<file path="src/rtl/algo_4r4w_a99_rd_resp_buf.sv">
// Per-port read-response buffer for the 4r4w core: four first-word-fall-through FIFOs
// with credit-based issue throttling, sticky overflow/illegal-issue flags and ECC counters.
module algo_4r4w_a99_rd_resp_buf #(
  parameter int unsigned WIDTH   = 32,
  parameter int unsigned BITPADR = 15,
  parameter int unsigned DEPTH   = 8,
  parameter int unsigned BITDPTH = 3,
  parameter int unsigned CNTWDTH = 16
) (
  input  logic                   clk,
  input  logic                   rst,
  input  logic [3:0]             rd_issue,
  output logic [3:0]             rd_allow,
  input  logic [3:0]             rd_vld,
  input  logic [4*WIDTH-1:0]     rd_dout,
  input  logic [3:0]             rd_serr,
  input  logic [3:0]             rd_derr,
  input  logic [4*BITPADR-1:0]   rd_padr,
  input  logic [3:0]             out_pop,
  output logic [3:0]             out_vld,
  output logic [4*WIDTH-1:0]     out_dout,
  output logic [3:0]             out_serr,
  output logic [3:0]             out_derr,
  output logic [4*BITPADR-1:0]   out_padr,
  output logic [3:0]             ovf_err,
  output logic [3:0]             iss_err,
  output logic [4*CNTWDTH-1:0]   serr_cnt,
  output logic [4*CNTWDTH-1:0]   derr_cnt,
  input  logic                   clr_stat
);

  localparam int unsigned NP = 4;
  localparam int unsigned EW = WIDTH + BITPADR + 2;
  localparam int unsigned OW = BITDPTH + 1;
  localparam int unsigned SW = BITDPTH + 2;

  // Entry layout: {dout, serr, derr, padr}
  logic [EW-1:0]      mem     [NP][DEPTH];
  logic [EW-1:0]      in_ent  [NP];
  logic [EW-1:0]      head_q  [NP];
  logic [EW-1:0]      head_d  [NP];
  logic [BITDPTH-1:0] wptr_q  [NP];
  logic [BITDPTH-1:0] wptr_d  [NP];
  logic [BITDPTH-1:0] rptr_q  [NP];
  logic [BITDPTH-1:0] rptr_d  [NP];
  logic [OW-1:0]      occ_q   [NP];
  logic [OW-1:0]      occ_d   [NP];
  logic [OW-1:0]      inf_q   [NP];
  logic [OW-1:0]      inf_d   [NP];
  logic [CNTWDTH-1:0] scnt_q  [NP];
  logic [CNTWDTH-1:0] scnt_d  [NP];
  logic [CNTWDTH-1:0] dcnt_q  [NP];
  logic [CNTWDTH-1:0] dcnt_d  [NP];

  logic [NP-1:0] vld_q, vld_d, allow_q, allow_d;
  logic [NP-1:0] ovf_q, ovf_d, iss_q, iss_d;
  logic [NP-1:0] push, pop, inc, dec;

  // Next-state computation for all four ports
  always_comb begin
    in_ent  = '{default: '0};
    head_d  = '{default: '0};
    wptr_d  = wptr_q;
    rptr_d  = rptr_q;
    occ_d   = occ_q;
    inf_d   = inf_q;
    scnt_d  = scnt_q;
    dcnt_d  = dcnt_q;
    vld_d   = vld_q;
    allow_d = allow_q;
    ovf_d   = ovf_q;
    iss_d   = iss_q;
    push    = '0;
    pop     = '0;
    inc     = '0;
    dec     = '0;
    for (int p = 0; p < NP; p++) begin
      in_ent[p] = {rd_dout[p*WIDTH +: WIDTH], rd_serr[p], rd_derr[p],
                   rd_padr[p*BITPADR +: BITPADR]};
      pop[p]  = out_pop[p] & vld_q[p];
      // A full FIFO still accepts a push when the same edge pops it
      push[p] = rd_vld[p] & ((occ_q[p] != OW'(DEPTH)) | pop[p]);

      if (push[p]) wptr_d[p] = BITDPTH'(wptr_q[p] + 1'b1);
      if (pop[p])  rptr_d[p] = BITDPTH'(rptr_q[p] + 1'b1);

      case ({push[p], pop[p]})
        2'b10:   occ_d[p] = OW'(occ_q[p] + 1'b1);
        2'b01:   occ_d[p] = OW'(occ_q[p] - 1'b1);
        default: occ_d[p] = occ_q[p];
      endcase

      inc[p] = rd_issue[p] & allow_q[p];
      dec[p] = rd_vld[p] & (inf_q[p] != '0);
      case ({inc[p], dec[p]})
        2'b10:   inf_d[p] = OW'(inf_q[p] + 1'b1);
        2'b01:   inf_d[p] = OW'(inf_q[p] - 1'b1);
        default: inf_d[p] = inf_q[p];
      endcase

      allow_d[p] = (SW'(occ_d[p]) + SW'(inf_d[p])) < SW'(DEPTH);
      vld_d[p]   = (occ_d[p] != '0);

      // Head register tracks the entry at the next read pointer
      if (occ_d[p] == '0)
        head_d[p] = '0;
      else if (push[p] && (wptr_q[p] == rptr_d[p]))
        head_d[p] = in_ent[p];
      else
        head_d[p] = mem[p][rptr_d[p]];

      if (clr_stat) begin
        ovf_d[p]  = 1'b0;
        iss_d[p]  = 1'b0;
        scnt_d[p] = '0;
        dcnt_d[p] = '0;
      end else begin
        if (rd_vld[p] && !push[p])  ovf_d[p] = 1'b1;
        if (rd_issue[p] && !allow_q[p]) iss_d[p] = 1'b1;
        if (push[p] && rd_serr[p] && (scnt_q[p] != '1))
          scnt_d[p] = CNTWDTH'(scnt_q[p] + 1'b1);
        if (push[p] && rd_derr[p] && (dcnt_q[p] != '1))
          dcnt_d[p] = CNTWDTH'(dcnt_q[p] + 1'b1);
      end
    end
  end

  // Control and status state
  always_ff @(posedge clk or posedge rst) begin
    if (rst) begin
      for (int p = 0; p < NP; p++) begin
        head_q[p] <= '0;
        wptr_q[p] <= '0;
        rptr_q[p] <= '0;
        occ_q[p]  <= '0;
        inf_q[p]  <= '0;
        scnt_q[p] <= '0;
        dcnt_q[p] <= '0;
      end
      vld_q   <= '0;
      allow_q <= '1;
      ovf_q   <= '0;
      iss_q   <= '0;
    end else begin
      for (int p = 0; p < NP; p++) begin
        head_q[p] <= head_d[p];
        wptr_q[p] <= wptr_d[p];
        rptr_q[p] <= rptr_d[p];
        occ_q[p]  <= occ_d[p];
        inf_q[p]  <= inf_d[p];
        scnt_q[p] <= scnt_d[p];
        dcnt_q[p] <= dcnt_d[p];
      end
      vld_q   <= vld_d;
      allow_q <= allow_d;
      ovf_q   <= ovf_d;
      iss_q   <= iss_d;
    end
  end

  // Storage array; contents are only observable through the head register
  always_ff @(posedge clk) begin
    for (int p = 0; p < NP; p++) begin
      if (push[p]) mem[p][wptr_q[p]] <= in_ent[p];
    end
  end

  always_comb begin
    out_dout = '0;
    out_serr = '0;
    out_derr = '0;
    out_padr = '0;
    serr_cnt = '0;
    derr_cnt = '0;
    for (int p = 0; p < NP; p++) begin
      out_dout[p*WIDTH +: WIDTH]     = head_q[p][EW-1 -: WIDTH];
      out_serr[p]                    = head_q[p][BITPADR+1];
      out_derr[p]                    = head_q[p][BITPADR];
      out_padr[p*BITPADR +: BITPADR] = head_q[p][BITPADR-1:0];
      serr_cnt[p*CNTWDTH +: CNTWDTH] = scnt_q[p];
      derr_cnt[p*CNTWDTH +: CNTWDTH] = dcnt_q[p];
    end
  end

  assign rd_allow = allow_q;
  assign out_vld  = vld_q;
  assign ovf_err  = ovf_q;
  assign iss_err  = iss_q;

endmodule

</file>
<file path="config.mk">
export PLATFORM = sky130hd
export DESIGN_NAME = algo_4r4w_a99_rd_resp_buf
export DESIGN_NICKNAME = d
export VERILOG_FILES = /design/src/rtl/algo_4r4w_a99_rd_resp_buf.sv
export SDC_FILE = /design/constraint.sdc
export NUM_CORES = 2
export LEC_CHECK = 0
export CORE_MARGIN = 10
export CORE_UTILIZATION = 35
export CTS_BUF_LIST = sky130_fd_sc_hd__clkbuf_4 sky130_fd_sc_hd__clkbuf_8
export DETAILED_ROUTE_END_ITERATION = 7
export PLACE_DENSITY = 0.57
export SLEW_MARGIN = 10
export SYNTH_ARGS = -nofsm -noshare
export SYNTH_HDL_FRONTEND = slang
export SYNTH_SLANG_ARGS = --single-unit
</file>
<file path="constraint.sdc">
create_clock -name clk -period 25.4 [get_ports clk]
set_input_delay 5.08 -clock clk [delete_from_list [all_inputs] [get_ports clk]]
set_output_delay 5.08 -clock clk [all_outputs]
set_load 0.02 [all_outputs]
</file>
==> flow_summary.json <==
{
  "grt_usage_pct": 17.2,
  "r2r_start": "rptr_q[3]$_DFF_PP0_",
  "crit_arrival_ns": 9.13,
  "finalCriticalPeriod_ns": 8.23,
  "grt_first_pass_wirelength_um": 342000,
  "drive_gt1_share_pct": 25.2,
  "cts_max_path_buffers": 4,
  "min_path_type": "flip-flop to flip-flop",
  "post-cts-setup-buffers": 0,
  "drt_iter0_markers": 4177,
  "clock_latency_ns": 1.06,
  "synth-seq-area-share_pct": 68.5,
  "fin_crit_sh_pct": 32.4,
  "synth_area_leader_cell": "edfxtp_1",
  "cp_cell_sequence": "clkdlybuf4s50_1 > nand3_4 > xnor2_4 > buf_12 > xor2_4 > buf_4 > nor3_1 > a211oi_2",
  "crit_slowest_cell": "buf_12",
  "violations": "design-rule violations",
  "wl_met3_um": 14900,
  "hold_start": "iss_err[0]$_DFFE_PP0P_",
  "avgSynthCellArea_sq_um": 15.5,
  "rr_endpoint": "out_padr[34]$_DFF_PP0_",
  "ios": 551,
  "cts.sinks": 1964,
  "clock.fmax_mhz": 122,
  "firstDrtPassIters": 8,
  "finalSetupTns_ns": 0,
  "dpl_worst_slack_ns": 16.09,
  "multiInputGateArea_sq_um": 24700,
  "yosys_most_used_dff": "edfxtp_1",
  "netlist_instances": 5381,
  "ctsHtreeMaxLevel": 5,
  "r2r_slack_ns": 21.08,
  "worst_setup_path_end_kind": "flip-flop",
  "leakagePower_nw": 33.0,
  "dieArea_sq_um": 258000,
  "wl_met1_um": 95800,
  "dpl_cell_area_sq_um": 92000,
  "synth_edf_count": 1568,
  "power_frac_clock_pct": 24.2,
  "yosysUniqueCellTypes": 87,
  "nets": 6254,
  "cts_buffers": 357,
  "tightest_slew_ns": 1.17,
  "worstSetupPathType": "input port to flip-flop",
  "rr_worst_depth": 8,
  "synth.net_count": 5644,
  "top_layer_used": "met5",
  "num_rows": 178,
  "hold_end": "iss_err[0]$_DFFE_PP0P_",
  "crit_path_max_fanout": 150,
  "total_power_mw": 12.5,
  "nFillCells": 21300,
  "intPower_mw": 7.87,
  "slowest_delay_ns": 0.71,
  "area_growth_pct": 19.3,
  "pwr-share-seq_pct": 35.6,
  "max-vdd-ir-drop_uv": 163,
  "design_area_sq_um": 99200,
  "hpwl_um": 123000,
  "seq_area_sq_um": 57000,
  "antenna_found_initial": 28,
  "final-max-slew-violation-count": 0,
  "setup_viol": 0,
  "core_sq_um": 236000,
  "fin_skew_ns": 0.0921,
  "finish.utilization_pct": 42.1,
  "grt_pass1_vias": 52900,
  "critPathTopFamily": "buffers and inverters",
  "max-cap-violations": 0,
  "post-synth-top-count-cell": "edfxtp_1",
  "io_buffers": 550,
  "rsz0062_at_grt": "no",
  "yosysTopAreaCellShare_pct": 56.6,
  "cts_tree": "built",
  "crit_required_ns": 26.30,
  "gr-total-overflow": 0,
  "ant_nets": 0,
  "synth_area_leaders": "edfxtp_1 (57%), dfrtp_1 (12%), mux2_2 (9.5%), a22oi_1 (1.8%), nor3_1 (1.4%)",
  "powerDensity_nw_per_um2": 126,
  "vias": 50600,
  "die_y_um": 507,
  "place_congestion": 0.766,
  "setup_slack_ns": 17.17,
  "worst_setup_path_start_kind": "input port",
  "holdWs_ns": 0.494,
  "cts_root_buffer": "clkbuf_8",
  "ctsHoldBuffers": 0,
  "dr_wl_met2_um": 113000,
  "drt-total-wl_um": 231000,
  "synth_common_cells": "edfxtp_1 (1568), mux2_2 (704), dfrtp_1 (392)",
  "wl_per_cell_um": 24.4,
  "synth_warnings": 0,
  "drc": 5,
  "holdPathStages": 2,
  "final_cells": 9433,
  "start_util_pct": 35.3,
  "ys_ff_latch": 1964,
  "swShare_pct": 36.9,
  "p_comb_share_pct": 40.1,
  "synthArstFlopShare_pct": 20.2,
  "max_slew_margin_pct": 20.5,
  "cts-resized-gates": 0,
  "dp.cells": 8782,
  "clk_transition_reported_paths_ns": 0.06,
  "switching_power_mw": 4.60,
  "path_buf_inv": 3,
  "die_w_um": 507,
  "status": "finished with violations",
  "grt_max_degree": 151,
  "crit_start": "out_pop[2]",
  "hold_violations": 0,
  "syn_area_sq_um": 83200,
  "via_per_inst": 5.37
}
-- worst max path at each step --
stage	to	slack, ns	depth (start not counted)
4_1_cts	out_padr[42]$_DFF_PP0_	17.26	8
6_report	out_padr[34]$_DFF_PP0_	17.17	8
3_5_place_dp	out_dout[94]$_DFF_PP0_	16.09	8
2_1_floorplan	derr_cnt[0]$_DFFE_PP0P_	9.32	1
5_1_grt	out_padr[42]$_DFF_PP0_	16.99	8
3_3_place_gp	out_dout[94]$_DFF_PP0_	16.22	8
-- power groups by stage --
stage	sequential [mW]	clock [mW]	combinational (mW)
floorplan	4.57	0	3.26
global placement	4.49	0	4.96
detailed placement	4.51	0	5.02
CTS	4.45	3.11	5.04
global route	4.50	3.26	5.36
finish	4.44	3.02	5.00
-- layout by cell type (no fill, tap or decap), types with 51 or more instances in the layout --
| cell type | count |
|---|---|
| nand2_1 | 171 |
| a31oi_1 | 96 |
| a21o_1 | 102 |
| xnor2_1 | 113 |
| nor3_1 | 216 |
| clkdlybuf4s50_1 | 549 |
| buf_4 | 89 |
| a222oi_1 | 98 |
| edfxtp_1 | 1568 |
| a211oi_1 | 154 |
| nand2b_1 | 107 |
| clkbuf_8 | 401 |
| nand3_1 | 151 |
| a211oi_2 | 82 |
| nand3b_1 | 98 |
| nor2_1 | 136 |
| a221oi_1 | 86 |
| mux2_2 | 696 |
| a22oi_1 | 199 |
| clkinv_1 | 51 |
| dfrtp_1 | 390 |
| clkbuf_4 | 138 |
-- layout make-up --
cell class | count | share of cell area, %
clock inverters | 100 | 0.662
well taps | 3150 | 3.97
multi-input cells | 2994 | 24.9
repair buffers | 642 | 6.28
diodes | 12 | 0.0303
inverters | 32 | 0.129
flip-flops and latches | 1964 | 57.5
clock buffers | 539 | 6.61
-- tightest hold or removal path: stages, from the launching register on --
cell and delay, ns:
dfrtp_1 0.34, a21oi_1 0.04, nor2_1 0.07
-- flip-flops by register name, summed over array words and instances (netlist names), 12 cells and up --
register	count
rptr_q	12
out_dout	128
mem	1568
inf_q	16
wptr_q	12
occ_q	16
derr_cnt	64
serr_cnt	64
out_padr	60
-- cell families (layout without fill, tap and decap cells) --
logic type,Yosys count,in the layout,synth area share (%)
xor gates and xnor gates,152,152,1.73
AOI/OAI and AO/OA,989,989,9.80
and+or+nand+nor,1075,1075,6.92
buffers and inverters,423,1313,2.38
DFF,1964,1964,68.5
adders and majority gates,52,52,0.818
muxes,726,726,9.81
other,0,12,0
-- routing by layer --
layer / GRT usage, % / vias to the layer above
met2: 29.1 / 1559
met3: 4.07 / 410
met1: 21.9 / 26100
met5: 0 / -
met4: 5.45 / 28
li1: - / 22500
Power figures use the tool's default switching activity.
